===== src/rtl/flag_interrupt_unit.sv =====
// flag_interrupt_unit
//
// Holds the architectural carry (C), zero (Z) and interrupt-enable (I) flags,
// plus the shadow copies of C and Z saved on interrupt entry. C and Z go
// straight to the branch calculator. An interrupt is entered in three steps:
//   1. stall fetch
//   2. wait for the pipeline to drain
//   3. save the flags, clear I and pulse a one-cycle redirect to INT_VECTOR
// RETID/RETIE commits restore C and Z from the shadows.
// RETID leaves I cleared; RETIE sets it.
//
// Optional feature macro: FLAG_BYPASS_EN
//   defined   : c_out/z_out forward this cycle's flag update combinationally
//   undefined : c_out/z_out are the registered flags only
//
// Ports:
//   clk            in   clock, all state changes on the rising edge
//   rst_n          in   synchronous active-low reset
//   c_in, z_in     in   carry / zero results from the ALU/writeback
//   flg_c_ld       in   load C from c_in
//   flg_z_ld       in   load Z from z_in
//   flg_c_set      in   SEC
//   flg_c_clr      in   CLC
//   i_set, i_clr   in   SEI / CLI
//   ret_commit     in   a return-class instruction commits this cycle
//   branch_type    in   branch code of the committing instruction (8 RETID, 9 RETIE)
//   intr           in   level-sensitive interrupt request
//   pipe_drained   in   nothing in flight past fetch
//   c_out, z_out   out  flags to the branch calculator
//   i_out          out  registered interrupt enable
//   int_stall      out  freeze fetch/issue during interrupt entry
//   int_redirect   out  one-cycle pulse: load PC from int_vector_out
//   int_vector_out out  interrupt vector (constant)

module flag_interrupt_unit #(
    parameter int                  PC_WIDTH   = 10,
    parameter logic [PC_WIDTH-1:0] INT_VECTOR = PC_WIDTH'(10'h3FF)
) (
    input  logic                clk,
    input  logic                rst_n,
    input  logic                c_in,
    input  logic                z_in,
    input  logic                flg_c_ld,
    input  logic                flg_z_ld,
    input  logic                flg_c_set,
    input  logic                flg_c_clr,
    input  logic                i_set,
    input  logic                i_clr,
    input  logic                ret_commit,
    input  logic [3:0]          branch_type,
    input  logic                intr,
    input  logic                pipe_drained,
    output logic                c_out,
    output logic                z_out,
    output logic                i_out,
    output logic                int_stall,
    output logic                int_redirect,
    output logic [PC_WIDTH-1:0] int_vector_out
);

    typedef enum logic [1:0] {
        IDLE  = 2'd0,
        DRAIN = 2'd1,
        ENTER = 2'd2
    } state_t;

    localparam logic [3:0] BR_RETID = 4'h8;
    localparam logic [3:0] BR_RETIE = 4'h9;

    state_t state;
    logic   c_flag;
    logic   z_flag;
    logic   i_flag;
    logic   shad_c;
    logic   shad_z;

    logic   is_retid;
    logic   is_retie;
    logic   restore;
    logic   entering;
    logic   c_next;
    logic   z_next;
    logic   i_next;

    assign is_retid = ret_commit && (branch_type == BR_RETID);
    assign is_retie = ret_commit && (branch_type == BR_RETIE);
    assign restore  = is_retid || is_retie;
    assign entering = (state == ENTER);

    // Next-value logic for the flags. While in ENTER, every flag-write
    // input is ignored, so the values saved into the shadows are exactly
    // the ones the interrupted code left behind.
    always_comb begin
        c_next = c_flag;
        z_next = z_flag;
        i_next = i_flag;

        if (entering) begin
            c_next = c_flag;
            z_next = z_flag;
            i_next = 1'b0;
        end else begin
            if (restore)
                c_next = shad_c;
            else if (flg_c_clr)
                c_next = 1'b0;
            else if (flg_c_set)
                c_next = 1'b1;
            else if (flg_c_ld)
                c_next = c_in;

            if (restore)
                z_next = shad_z;
            else if (flg_z_ld)
                z_next = z_in;

            if (is_retid)
                i_next = 1'b0;
            else if (is_retie)
                i_next = 1'b1;
            else if (i_clr)
                i_next = 1'b0;
            else if (i_set)
                i_next = 1'b1;
        end
    end

    // Flag registers and the interrupt entry sequencer.
    // IDLE looks at the registered I, so a RETIE committing this cycle
    // cannot start an entry until the following cycle.
    // Once DRAIN is reached, entry completes even if intr drops.
    // Stall and redirect are registered from the state being entered,
    // so they line up exactly with DRAIN/ENTER.
    always_ff @(posedge clk) begin
        if (!rst_n) begin
            state        <= IDLE;
            c_flag       <= 1'b0;
            z_flag       <= 1'b0;
            i_flag       <= 1'b0;
            shad_c       <= 1'b0;
            shad_z       <= 1'b0;
            int_stall    <= 1'b0;
            int_redirect <= 1'b0;
        end else begin
            c_flag <= c_next;
            z_flag <= z_next;
            i_flag <= i_next;

            if (entering) begin
                shad_c <= c_flag;
                shad_z <= z_flag;
            end

            case (state)
                IDLE: begin
                    if (intr && i_flag) begin
                        state        <= DRAIN;
                        int_stall    <= 1'b1;
                        int_redirect <= 1'b0;
                    end else begin
                        state        <= IDLE;
                        int_stall    <= 1'b0;
                        int_redirect <= 1'b0;
                    end
                end
                DRAIN: begin
                    if (pipe_drained) begin
                        state        <= ENTER;
                        int_stall    <= 1'b1;
                        int_redirect <= 1'b1;
                    end else begin
                        state        <= DRAIN;
                        int_stall    <= 1'b1;
                        int_redirect <= 1'b0;
                    end
                end
                ENTER: begin
                    state        <= IDLE;
                    int_stall    <= 1'b0;
                    int_redirect <= 1'b0;
                end
                default: begin
                    state        <= IDLE;
                    int_stall    <= 1'b0;
                    int_redirect <= 1'b0;
                end
            endcase
        end
    end

`ifdef FLAG_BYPASS_EN
    // Forward the update happening this cycle, so a branch issued right
    // after the flag-writing op sees the new value without a stall.
    assign c_out = c_next;
    assign z_out = z_next;
`else
    // Registered flags only. The hazard unit must put one stall between
    // a flag write and a branch that depends on it.
    assign c_out = c_flag;
    assign z_out = z_flag;
`endif

    assign i_out          = i_flag;
    assign int_vector_out = INT_VECTOR;

endmodule


===== config.mk =====
export PLATFORM = sky130hd
export DESIGN_NAME = flag_interrupt_unit
export DESIGN_NICKNAME = d
export VERILOG_FILES = /design/src/rtl/flag_interrupt_unit.sv
export SDC_FILE = /design/constraint.sdc
export NUM_CORES = 1
export LEC_CHECK = 0
export BUFFER_PORTS_ARGS = -buffer_cell sky130_fd_sc_hd__buf_2
export CORE_AREA = 2 2 39 41
export DETAILED_ROUTE_END_ITERATION = 10
export DIE_AREA = 0 0 41 43
export GPL_ROUTABILITY_DRIVEN = 0
export PLACE_DENSITY = 0.71
export SYNTH_ARGS = -nofsm -noshare
export SYNTH_HDL_FRONTEND = slang
export SYNTH_SLANG_ARGS = --single-unit

===== constraint.sdc =====
create_clock -name clk -period 2.65 [get_ports clk]
set_input_delay 0.1325 -clock clk [delete_from_list [all_inputs] [get_ports clk]]
set_output_delay 0.1325 -clock clk [all_outputs]
set_load 0.01 [all_outputs]

==> PnR_summary.wiki <==
{| class="wikitable"
! Metric !! Value
|-
| Global route overflow || 0
|-
| Total length of routed met3 wires || ~97 µm
|-
| Total wirelength of the detailed-routed design || 817 µm
|-
| Highest layer used for signal routing || met4
|-
| Clock transition time at the flip-flop clock pins of the worst setup and hold paths || approximately 0.060 ns
|-
| Fraction of the yosys area taken by sequential cells || 0.397
|-
| Post-cts hold buffer count || 0
|-
| TritonCTS clock tree || built
|-
| Setup clock skew after layout || between 0.0002 and 0.00025 ns
|-
| Utilization of the core after routing || 0.401
|-
| Worst slew slack as a fraction of its limit || 0.301
|-
| Data required time at the worst endpoint || around 2.8 ns
|-
| Dominant cells by area after synthesis || dfxtp_1 40%, buf_4 17%, mux2i_1 6.6%
|-
| Wire length of the first global-routing pass || approximately 1200 µm
|-
| Top fanout value on the critical path || 7
|-
| Final clock period utilization by the worst path || 0.524
|-
| Resized Gates After CTS || 0
|-
| WP data arrival || roughly 1.6 ns
|-
| Launching element type of the critical path || primary input
|-
| Post-route worst hold slack || between 0.1 and 0.15 ns
|-
| Leak || roughly 0.28 nW
|-
| Vias || roughly 390
|-
| Final Critical Period || between 1 and 1.5 ns
|-
| Non-filler instance count after layout || 90
|-
| Most common library cell in the layout ignoring fill and taps || buf_2
|-
| Buffer levels on the longest clock path || 2
|-
| Power density over the cells || 525 nW/µm²
|-
| Count of clock tree sinks || 9
|-
| Number of setup violations in the final report || 0
|-
| Peak supply drop || 0.209 mV
|-
| Least-Margin Pin Slew || just over 1 ns
|-
| Count of nets after finishing || about 90
|-
| Result of the run || finished, final reports clean
|-
| Post-Syn Area per Cell || 8.73 µm²
|-
| Average wire per cell in the routed design || between 9 and 10 µm
|-
| Final number of hold-violating endpoints || 0
|-
| Core region area || 1380 µm²
|-
| Post-synth design cell area || approximately 450 µm²
|-
| Number of nets with antenna violations after detailed routing || 0
|-
| Total of buffers placed on input and output ports || 21
|-
| Total Neg Setup Slack || 0 ns
|-
| Largest net degree at the start of global routing || 8
|-
| Num rows || 14
|-
| H-tree depth || 1
|-
| Leading area contributor after synthesis || dfxtp_1
|-
| Max-slew violations || 0
|-
| Hold crit path type || primary input to register
|-
| Horizontal die dimension || 41 µm
|-
| RSZ-0062 raised after global routing || false
|-
| Worst Path Class, Setup || primary input to register
|-
| Worst Setup End Kind || register
|-
| Skew-Pair Late Insertion Delay || between 0.2 and 0.3 ns
|-
| Buffers inserted during post-CTS setup optimization || 0
|-
| Initial core utilization || 0.328
|-
| Wire length on met2 || 344 µm
|-
| Length of routed wiring on met1 || ~360 µm
|-
| Synthesis Warnings || 0
|-
| GRT Util Overall || 0.108
|-
| Ratio of routed vias to standard cells || 4.30
|-
| # IOs || 32
|-
| Fraction of post-synthesis cell area in the top cell type by area || 0.397
|-
| Count of unique library cells instantiated by Yosys || 19
|-
| Vias in the first global route || approximately 310
|-
| Final Total Pwr || roughly 290 µW
|-
| Detailed Route Iter0 Violations || 4
|-
| Most frequent cells in the layout || 21 x buf_2, 10 x conb_1, 9 x dfxtp_1, 4 x nor2_1, 4 x nand2_1
|-
| Full die area || between 1500 and 2000 µm²
|-
| Count of unresolved DRC violations after routing || 0
|-
| Cell at the root of the clock tree || clkbuf_4
|-
| Synthesized instance count || 52
|-
| Placed insts || 86
|-
| Die extent in y || 43 µm
|-
| Total clock buffers created by CTS || 3
|-
| Length of the first detailed-routing pass in iterations || 2
|-
| Layout cells sized above 1 || 0.338
|-
| Diodes inserted || 0
|-
| Max capacitance violation total || 0
|-
| Achievable Freq || approximately 700 MHz
|-
| Half-perimeter wire length of the detailed placement result || between 600 and 700 µm
|-
| Number of storage elements in the synthesis netlist || 9
|-
| Area growth syn-to-layout || 22.3%
|-
| Initial antenna violation count || 0
|}
## sequential cells by signal, summed over array words and instances (netlist names)
register / count
state: 2
c_out: 1
i_out: 1
int_redirect: 1
int_stall: 1
shad_c: 1
shad_z: 1
z_out: 1
## path summary, 6_finish.rpt
check                      start           end  slack (ns)  cells past startpoint
hold reg to reg         state[0]  int_redirect        0.50                      2
hold / removal    branch_type[0]         i_out        0.10                      3
setup / recovery  branch_type[1]         c_out        1.26                      4
setup reg to reg           c_out         c_out        1.58                      3
## kinds of logic after synthesis
kind of cell / synth area share
AOI/OAI and AO/OA: 0.0937
buffers and inverters: 0.185
DFF: 0.397
muxes: 0.0661
other: 0.00826
and+or+nand+nor: 0.251
## report_power, final
part | internal [mW] | switching [mW]
Clock | 0.0582 | 0.0502
Combinational | 0.0190 | 0.0207
Sequential | 0.140 | 0.00343
Total | 0.217 | 0.0743
## Yosys cell counts
| cell | instances |
|---|---|
| buf_2 | 1 |
| dfxtp_1 | 9 |
| clkbuf_1 | 1 |
| a311oi_2 | 1 |
| mux2i_1 | 3 |
| nor2b_1 | 2 |
| a211oi_1 | 1 |
| conb_1 | 1 |
| nand2_1 | 4 |
| nor4bb_1 | 1 |
| a21oi_1 | 2 |
| nand2b_1 | 3 |
| buf_4 | 10 |
| nor2_1 | 4 |
| nor3_1 | 2 |
| and2_1 | 1 |
| nor3b_1 | 1 |
| or3_1 | 3 |
| o21ai_0 | 2 |
## worst max-delay path, stage by stage
cell and delay [ns]:
buf_2 0.09, nor4bb_1 0.87, nand2_1 0.17, a311oi_2 0.29
## final cells by class
| class | instances | area (µm²) |
|---|---|---|
| Clock buffer | 4 | 26.3 |
| Fill cell | 156 | 828 |
| Multi-Input combinational cell | 40 | 224 |
| Sequential cell | 9 | 180 |
| Tap cell | 16 | 20.0 |
| Timing Repair Buffer | 21 | 105 |
## stage by stage
step                setup WS [ns]  instance area, µm²
floorplan                    1.59                 488
global placement             1.12                 529
detailed placement          0.996                 529
CTS                          1.24                 556
global route                 1.19                 556
finish                       1.26                 556
## layer usage
metal	global-route usage	up-vias
met5	0	-
met4	0.0400	0
met3	0.0785	2
met2	0.134	26
met1	0.141	161
li1	-	198
Note: power is estimated with default switching activity, not from simulation.
